`config.mk`:
```
export PLATFORM = sky130hd
export DESIGN_NAME = branch_seq_flat
export DESIGN_NICKNAME = d
export VERILOG_FILES = /design/src/rtl/branch_seq_if.sv /design/src/rtl/branch_seq.sv /design/src/flat_wrapper.sv
export SDC_FILE = /design/constraint.sdc
export NUM_CORES = 1
export LEC_CHECK = 0
export ABC_AREA = 0
export CORE_UTILIZATION = 40
export DETAILED_ROUTE_END_ITERATION = 16
export GPL_TIMING_DRIVEN = 1
export PLACE_DENSITY = 0.76
export SYNTH_ARGS = -nofsm -noshare
export SYNTH_HDL_FRONTEND = slang
export SYNTH_SLANG_ARGS = --single-unit
```
`constraint.sdc`:
```
create_clock -name clk -period 5.9 [get_ports clk]
set_input_delay 1.18 -clock clk [delete_from_list [all_inputs] [get_ports clk]]
set_output_delay 1.18 -clock clk [all_outputs]
set_load 0.005 [all_outputs]
```
`src/rtl/branch_seq_if.sv`:
```
// branch_seq_if: request/response bundle between decode, branch_seq and PC-select.
//   master: requester side (drives request fields and resp_ready)
//   slave : branch_seq side (drives req_ready and result fields)
interface branch_seq_if #(parameter int XLEN = 32);
    logic            req_valid;
    logic            req_ready;
    logic [2:0]      funct3;
    logic [XLEN-1:0] dataA;
    logic [XLEN-1:0] dataB;
    logic [XLEN-1:0] pc;
    logic [XLEN-1:0] imm;
    logic            resp_valid;
    logic            resp_ready;
    logic            BrEq;
    logic            BrLT;
    logic            taken;
    logic [XLEN-1:0] next_pc;
    logic            illegal;
    logic            busy;
    modport master (
        output req_valid, funct3, dataA, dataB, pc, imm, resp_ready,
        input  req_ready, resp_valid, BrEq, BrLT, taken, next_pc, illegal, busy
    );
    modport slave (
        input  req_valid, funct3, dataA, dataB, pc, imm, resp_ready,
        output req_ready, resp_valid, BrEq, BrLT, taken, next_pc, illegal, busy
    );
endinterface

```
`src/rtl/branch_seq.sv`:
```
// branch_seq: multi-cycle RV32I branch resolver, slice-serial MSB-first magnitude compare.
//   clk, rst : clock, asynchronous active-high reset
//   bus      : branch_seq_if.slave (request funct3/dataA/dataB/pc/imm, response
//              BrEq/BrLT/taken/next_pc/illegal, busy)
//   BRSEQ_EARLY_EXIT_EN : when defined, CMP stops at the first differing slice;
//                         otherwise it always scans all NSLICE slices.
module branch_seq #(
    parameter int XLEN    = 32,
    parameter int SLICE_W = 4
) (
    input logic         clk,
    input logic         rst,
    branch_seq_if.slave bus
);
    localparam int NSLICE = XLEN / SLICE_W;
    localparam int IW     = NSLICE > 1 ? $clog2(NSLICE) : 1;
    typedef enum logic [1:0] {IDLE, CMP, DONE} state_t;
    state_t state, state_n;
    logic [XLEN-1:0]    a_q, b_q, pc_q, imm_q;
    logic [IW-1:0]      idx;
    logic               op_lt, op_neg;
    logic [SLICE_W-1:0] sa, sb;
    logic               fin, lt_n, eq_n, tk_n, bad_op;
`ifndef BRSEQ_EARLY_EXIT_EN
    // dec: a differing slice was already seen; dlt: its verdict
    logic               dec, dlt;
`endif
    assign sa            = a_q[int'(idx)*SLICE_W +: SLICE_W];
    assign sb            = b_q[int'(idx)*SLICE_W +: SLICE_W];
    assign bad_op        = bus.funct3[2:1] == 2'b01;
    // funct3[2] picks lt vs eq, funct3[0] negates it
    assign tk_n          = (op_lt ? lt_n : eq_n) ^ op_neg;
    assign bus.req_ready = state == IDLE;
    assign bus.resp_valid = state == DONE;
    assign bus.busy      = state != IDLE;
    always_comb begin
`ifdef BRSEQ_EARLY_EXIT_EN
        fin  = (sa != sb) || (idx == '0);
        lt_n = sa < sb;
        eq_n = sa == sb;
`else
        fin  = idx == '0;
        lt_n = dec ? dlt : sa < sb;
        eq_n = !dec && sa == sb;
`endif
        state_n = state;
        if (state == IDLE && bus.req_valid) state_n = bad_op ? DONE : CMP;
        if (state == CMP && fin) state_n = DONE;
        if (state == DONE && bus.resp_ready) state_n = IDLE;
    end
    always_ff @(posedge clk or posedge rst)
        if (rst) state <= IDLE;
        else state <= state_n;
    always_ff @(posedge clk or posedge rst) begin
        if (rst) begin
            a_q         <= '0;
            b_q         <= '0;
            pc_q        <= '0;
            imm_q       <= '0;
            op_lt       <= 1'b0;
            op_neg      <= 1'b0;
            idx         <= IW'(NSLICE - 1);
            bus.BrEq    <= 1'b0;
            bus.BrLT    <= 1'b0;
            bus.taken   <= 1'b0;
            bus.next_pc <= '0;
            bus.illegal <= 1'b0;
`ifndef BRSEQ_EARLY_EXIT_EN
            dec         <= 1'b0;
            dlt         <= 1'b0;
`endif
        end else if (state == IDLE && bus.req_valid) begin
            // signed ops flip the sign bits so the slice compare stays unsigned
            a_q    <= bus.dataA ^ {!bus.funct3[1], {(XLEN-1){1'b0}}};
            b_q    <= bus.dataB ^ {!bus.funct3[1], {(XLEN-1){1'b0}}};
            pc_q   <= bus.pc;
            imm_q  <= bus.imm;
            op_lt  <= bus.funct3[2];
            op_neg <= bus.funct3[0];
            idx    <= IW'(NSLICE - 1);
`ifndef BRSEQ_EARLY_EXIT_EN
            dec    <= 1'b0;
`endif
            if (bad_op) begin
                bus.illegal <= 1'b1;
                bus.BrEq    <= 1'b0;
                bus.BrLT    <= 1'b0;
                bus.taken   <= 1'b0;
                bus.next_pc <= bus.pc + XLEN'(4);
            end
        end else if (state == CMP) begin
            if (fin) begin
                bus.BrEq    <= eq_n;
                bus.BrLT    <= lt_n;
                bus.taken   <= tk_n;
                bus.next_pc <= tk_n ? pc_q + imm_q : pc_q + XLEN'(4);
                bus.illegal <= 1'b0;
            end else begin
                idx <= idx - 1'b1;
`ifndef BRSEQ_EARLY_EXIT_EN
                dec <= dec || (sa != sb);
                dlt <= lt_n;
`endif
            end
        end
    end
endmodule

```
`src/flat_wrapper.sv`:
```
// flat-port wrapper written by rule: the top's interface ports become plain ports
module branch_seq_flat 
#(
    parameter int XLEN    = 32,
    parameter int SLICE_W = 4
)
  (clk, rst, bus_req_valid, bus_funct3, bus_dataA, bus_dataB, bus_pc, bus_imm, bus_resp_ready, bus_req_ready, bus_resp_valid, bus_BrEq, bus_BrLT, bus_taken, bus_next_pc, bus_illegal, bus_busy);
  branch_seq_if #(.XLEN(XLEN)) bus_i ();
  input logic clk;
  input logic rst;
  input wire logic [$bits(bus_i.req_valid)-1:0] bus_req_valid;
  input wire logic [$bits(bus_i.funct3)-1:0] bus_funct3;
  input wire logic [$bits(bus_i.dataA)-1:0] bus_dataA;
  input wire logic [$bits(bus_i.dataB)-1:0] bus_dataB;
  input wire logic [$bits(bus_i.pc)-1:0] bus_pc;
  input wire logic [$bits(bus_i.imm)-1:0] bus_imm;
  input wire logic [$bits(bus_i.resp_ready)-1:0] bus_resp_ready;
  output wire logic [$bits(bus_i.req_ready)-1:0] bus_req_ready;
  output wire logic [$bits(bus_i.resp_valid)-1:0] bus_resp_valid;
  output wire logic [$bits(bus_i.BrEq)-1:0] bus_BrEq;
  output wire logic [$bits(bus_i.BrLT)-1:0] bus_BrLT;
  output wire logic [$bits(bus_i.taken)-1:0] bus_taken;
  output wire logic [$bits(bus_i.next_pc)-1:0] bus_next_pc;
  output wire logic [$bits(bus_i.illegal)-1:0] bus_illegal;
  output wire logic [$bits(bus_i.busy)-1:0] bus_busy;
  assign bus_i.req_valid = bus_req_valid;
  assign bus_i.funct3 = bus_funct3;
  assign bus_i.dataA = bus_dataA;
  assign bus_i.dataB = bus_dataB;
  assign bus_i.pc = bus_pc;
  assign bus_i.imm = bus_imm;
  assign bus_i.resp_ready = bus_resp_ready;
  assign bus_req_ready = bus_i.req_ready;
  assign bus_resp_valid = bus_i.resp_valid;
  assign bus_BrEq = bus_i.BrEq;
  assign bus_BrLT = bus_i.BrLT;
  assign bus_taken = bus_i.taken;
  assign bus_next_pc = bus_i.next_pc;
  assign bus_illegal = bus_i.illegal;
  assign bus_busy = bus_i.busy;
  branch_seq #(.XLEN(XLEN), .SLICE_W(SLICE_W)) u_core (.clk(clk), .rst(rst), .bus(bus_i));
endmodule
```
==> results.json, run 1 <==
{
  "synth_warnings": 0,
  "routed_via_density": 5.42,
  "dr.pass1.iters": 5,
  "die-area_sq_mm": 0.0261,
  "clock.fmax_ghz": 0.231,
  "hpwl_um": 21400,
  "critPathArrivalTime_ns": 4.70,
  "status": "finished, final reports clean",
  "synthFlopType": "dfrtp_1",
  "async_flop_share_pct": 100,
  "top_usage_layer": "met2",
  "dp_slack_ns": 1.64,
  "fin_skew_ns": 0.0155,
  "core.rowCount": 58,
  "slew_headroom_pct": 31.3,
  "dp.cells": 1649,
  "route.detailed.wl_per_inst_um": 17.7,
  "synthesis.area_sq_mm": 0.0102,
  "fin_util_pct": 51.2,
  "setup_viol": 0,
  "areaGrowthSynthToFinish_pct": 26.1,
  "cts_made_buffers": 17,
  "cp.required_ns": 6.28,
  "synth_edf_count": 0,
  "crit_path_end_kind": "flop",
  "grt_use_total_pct": 23.2,
  "post_cts_buffers": 0,
  "cts.sink_count": 173,
  "p_per_area_mw_per_mm2": 546,
  "syn_nets": 1362,
  "syn_avg_cell_area_sq_um": 8.59,
  "maxCapViolations": 0,
  "grt_pass1_wl_um": 47200,
  "gp_congestion": 0.913,
  "io_pins": 174,
  "rsz0062_at_grt": "no",
  "finalMaxSlewViolations": 0,
  "cts_tree": "yes",
  "die_x_um": 162,
  "drc": 0,
  "tightest_slew_ns": 1.03,
  "finalCritPeriodShare_pct": 73.3,
  "grt_max_degree": 101,
  "finalWirelength_um": 29700,
  "ir_worst_vdd_uv": 238,
  "ys_seq_area_share_pct": 42.5,
  "via_count": 9105,
  "fill_cells": 2347,
  "final_cells": 1681,
  "cts_hold_buf": 0,
  "die_h_um": 162,
  "diodes": 0,
  "start_util_pct": 40.6,
  "path_clk_slew_ns": 0.08,
  "leakage_nw": 5.94,
  "ys_types": 74,
  "htree_levels": 4,
  "design_area_sq_mm": 0.0129,
  "grt_overflow": 0,
  "path_max_fanout": 21,
  "drive_above_1_share_pct": 7.33,
  "cp-start-kind": "flop",
  "hp-class": "reg2reg",
  "clockRootBuffer": "clkbuf_16",
  "synth_cells": 1187,
  "tns_ns": 0,
  "cts_resized": 0,
  "holdWs_ns": 0.475,
  "antenna_found_initial": 0,
  "cts_buffer_depth": 2,
  "grt_pass1_vias": 8969,
  "ys_ff_latch": 173,
  "fp.coreArea_sq_mm": 0.0251,
  "io_buffers": 173,
  "clk-insertion-delay-late_ns": 0.45,
  "grtUsageMet3_pct": 5.03,
  "min_period_ns": 4.32,
  "groute.layer.met1.usage_pct": 30.7,
  "met2_usage_pct": 38.0,
  "place_area_sq_mm": 0.0122,
  "final_net_count": 1513,
  "power_mw": 7.02,
  "finalWorstSetupSlack_ns": 1.58,
  "hold_viol": 0,
  "drt_iter0_markers": 844,
  "path_class": "reg2reg",
  "ant_nets": 0
}
[power by group]
| part | switching, mW | total (mW) | internal [mW] | leakage, nW |
|---|---|---|---|---|
| combinational | 1.88 | 3.50 | 1.62 | 3.51 |
| sequential | 0.563 | 2.32 | 1.75 | 2.12 |
| clock | 0.582 | 1.20 | 0.622 | 0.308 |
| total | 3.02 | 7.02 | 3.99 | 5.94 |
[registers in the layout (all words and copies together), names as in the netlist]
name,cells
u_core.imm_q,32
u_core.bus.taken,1
u_core.pc_q,32
u_core.b_q,32
u_core.state,2
u_core.idx,3
u_core.op_neg,1
u_core.bus.next_pc,32
u_core.dlt,1
u_core.dec,1
u_core.bus.illegal,1
u_core.bus.BrLT,1
u_core.bus.BrEq,1
u_core.op_lt,1
u_core.a_q,32
[synthesized netlist by cell type (16+ instances only)]
cell	number	share of area (%)
a21oi_1	40	2.0
and3_1	21	1.3
clkbuf_1	39	1.4
dfrtp_1	170	42
ha_1	39	4.8
inv_1	17	0.63
mux4_2	16	3.5
nand2_1	452	17
nand3_1	38	1.9
nor2_1	42	1.5
o21ai_0	34	1.7
xnor2_1	41	3.5
xor2_1	37	3.2
[path summary, 6_finish.rpt]
kind	startpoint	end	slack (ns)	cells after the start
setup / recovery	u_core.idx[0]	u_core.bus.next_pc[30]	1.58	13
hold reg to reg	u_core.a_q[24]	u_core.a_q[24]	0.47	2
max in group asynchronous	rst	u_core.idx[2]	3.46	3
min in group asynchronous	rst	u_core.imm_q[29]	1.32	2
hold / removal	u_core.a_q[24]	u_core.a_q[24]	0.47	2
setup reg to reg	u_core.idx[0]	u_core.bus.next_pc[30]	1.58	13
[cell usage in the layout (no fill, tap or decap), types with 17 or more instances in the layout]
cell type,count
nand2_1,452
clkdlybuf4s50_1,173
dfrtp_1,170
nor2_1,42
xnor2_1,40
a21oi_1,40
ha_1,39
nand3_1,38
xor2_1,37
o21ai_0,34
and3_1,21
clkbuf_16,17
[layer usage]
metal  vias to the layer above  wire length, um
met1                      4374            12900
met3                        44             2150
met5                         -                0
met4                         0              543
li1                       4335                -
met2                       352            14200
[worst max-delay path, stage by stage, from the launching register on]
cell     delay (ns)
dfstp_2        0.91
mux4_2         0.58
mux2_2         0.29
ha_1           0.31
nor2b_1        0.14
o21a_1         0.17
o21ai_1        0.11
a22oi_1        0.14
mux2i_4        0.23
xor2_1         0.18
buf_4          0.29
nand2_1        0.22
or4_1          0.57
nand3_1        0.10
[kinds of logic after synthesis]
logic type | count (synthesis) | synth area share [%]
buffers and inverters | 70 | 2.87
muxes | 27 | 4.79
xor gates and xnor gates | 78 | 6.70
AOI/OAI and AO/OA | 173 | 11.8
adders and majority gates | 40 | 4.98
DFF | 173 | 42.5
and+or+nand+nor | 626 | 26.4
[final cells by class]
cell class / count / area [sq um] / area share [%]
timing repair buffer: 185 / 1820 / 14.2
clock inverter: 15 / 210 / 1.64
sequential: 173 / 4330 / 33.7
inverter: 17 / 68.8 / 0.535
tap: 330 / 413 / 3.21
clock buffer: 17 / 425 / 3.31
multi-input combinational: 944 / 5580 / 43.4
Note: power is estimated with default switching activity, not from simulation.
==> inputs of run 2 (changes only) <==
--- a/config.mk
+++ b/config.mk
@@ -9,7 +9,7 @@
 export CORE_UTILIZATION = 40
 export DETAILED_ROUTE_END_ITERATION = 16
 export GPL_TIMING_DRIVEN = 1
-export PLACE_DENSITY = 0.76
+export PLACE_DENSITY = 0.74
 export SYNTH_ARGS = -nofsm -noshare
 export SYNTH_HDL_FRONTEND = slang
 export SYNTH_SLANG_ARGS = --single-unit
==> constraint.sdc (replaced) <==
create_clock -name clk -period 4.3 [get_ports clk]
set_input_delay 0.86 -clock clk [delete_from_list [all_inputs] [get_ports clk]]
set_output_delay 0.86 -clock clk [all_outputs]
set_load 0.005 [all_outputs]
==> results.json, run 2 (same netlist as run 1, synthesis figures left out) <==
{
  "final_net_count": 1516,
  "cp.required_ns": 4.69,
  "drc": 0,
  "maxCapViolations": 0,
  "path_max_fanout": 21,
  "routed_via_density": 5.33,
  "hp-class": "reg2reg",
  "finalMaxSlewViolations": 0,
  "via_count": 8988,
  "leakage_nw": 5.97,
  "drt_iter0_markers": 678,
  "io_pins": 174,
  "fin_skew_ns": 0.0178,
  "fill_cells": 2323,
  "core.rowCount": 58,
  "path_clk_slew_ns": 0.09,
  "clock.fmax_ghz": 0.246,
  "place_area_sq_mm": 0.0123,
  "hpwl_um": 20900,
  "grt_max_degree": 104,
  "cts_tree": "yes",
  "grt_use_total_pct": 23.1,
  "finalWirelength_um": 29000,
  "gp_congestion": 0.903,
  "grt_pass1_wl_um": 46900,
  "areaGrowthSynthToFinish_pct": 27.0,
  "fin_util_pct": 51.6,
  "antenna_found_initial": 0,
  "cts_buffer_depth": 2,
  "start_util_pct": 40.6,
  "htree_levels": 4,
  "cts_hold_buf": 0,
  "die_x_um": 162,
  "worstPathCellList": "buf_6 -> mux4_2 -> mux2_2 -> ha_1 -> nand4_1 -> or2_2 -> mux2i_4 -> xor2_1 -> buf_4 -> nand2_1 -> or4_1 -> nand3_1",
  "hold_depth": 2,
  "rsz0062_at_grt": "no",
  "p_per_area_mw_per_mm2": 744,
  "power_mw": 9.64,
  "startpoint": "u_core.idx[0]",
  "min_period_ns": 4.07,
  "cp-start-kind": "flop",
  "cts_resized": 0,
  "slowest_delay_ns": 0.67,
  "hold_viol": 0,
  "clk-insertion-delay-late_ns": 0.46,
  "crit_path_end_kind": "flop",
  "slowest_stage": "dfstp_2",
  "slew_headroom_pct": 33.5,
  "tightest_slew_ns": 0.996,
  "finalCritPeriodShare_pct": 94.6,
  "post_cts_buffers": 0,
  "ir_worst_vdd_uv": 360,
  "grt_pass1_vias": 8812,
  "route.detailed.wl_per_inst_um": 17.2,
  "cts_made_buffers": 17,
  "die-area_sq_mm": 0.0261,
  "io_buffers": 173,
  "dr.pass1.iters": 5,
  "tns_ns": 0,
  "drive_above_1_share_pct": 7.61,
  "path_class": "reg2reg",
  "r2r_cells": 12,
  "r2r-start": "u_core.idx[0]",
  "grt_overflow": 0,
  "fp.coreArea_sq_mm": 0.0251,
  "setup_viol": 0,
  "endpoint": "u_core.bus.next_pc[30]",
  "ant_nets": 0,
  "cts.sink_count": 173,
  "die_h_um": 162,
  "design_area_sq_mm": 0.0130,
  "holdWs_ns": 0.478,
  "final_cell_mix": "452 x nand2_1, 173 x clkdlybuf4s50_1, 170 x dfrtp_1, 42 x nor2_1",
  "clockRootBuffer": "clkbuf_16",
  "r2r-end": "u_core.bus.next_pc[30]",
  "critPathArrivalTime_ns": 4.45,
  "layout_commonest_cell": "nand2_1",
  "status": "finished, final reports clean",
  "rrSetupSlack_ns": 0.23
}
## run 2: how the worst min path moves through the flow
stage	start	end	slack, ns
floorplan	u_core.a_q[10]	u_core.a_q[10]	0.44
global placement	u_core.a_q[20]	u_core.a_q[20]	0.45
detailed placement	u_core.a_q[20]	u_core.a_q[20]	0.46
CTS	u_core.b_q[24]	u_core.b_q[24]	0.48
global route	u_core.a_q[20]	u_core.a_q[20]	0.50
finish	u_core.a_q[20]	u_core.a_q[20]	0.48
## run 2: layout make-up
class	instances	area, sq um	share of cell area [%]
multi-input combinational	944	5590	43.1
sequential	173	4330	33.5
timing repair buffer	188	1890	14.6
clock buffer	17	425	3.28
tap	330	413	3.19
clock inverter	15	238	1.84
inverter	17	67.6	0.522
antenna	1	2.50	0.0193
## run 2: worst max-delay path, delay by kind of cell (launching register included)
family                   cells  cell delay, ns
AND/OR/NAND/NOR              5            1.34
multiplexers                 3            1.00
flip-flops                   1            0.67
buffers and inverters        2            0.52
adder cells (fa/ha/maj)      1            0.30
XOR/XNOR                     1            0.17
## run 2: routing by layer
layer,wire length (um),global-route usage (%),vias up,share of wire [%]
li1,-,-,4359,-
met1,13000,31.6,4291,45
met2,13300,36.4,290,46
met3,1910,4.49,48,6.6
met4,756,8.40,0,2.6
met5,0,0,-,0
## run 2: power by group
group / switching [mW] / internal [mW] / total [mW]
Combinational: 2.53 / 2.24 / 4.77
Sequential: 0.761 / 2.40 / 3.17
Clock: 0.870 / 0.830 / 1.70
Total: 4.16 / 5.48 / 9.64
## run 2: per-stage QoR
stage | instances | worst slack, ns
after detailed placement | 1652 | 0.195
after global placement | 1652 | 0.312
final | 1685 | 0.232
after CTS | 1684 | 0.0855
after floorplan | 1187 | 0.369
after global routing | 1684 | 0.000813
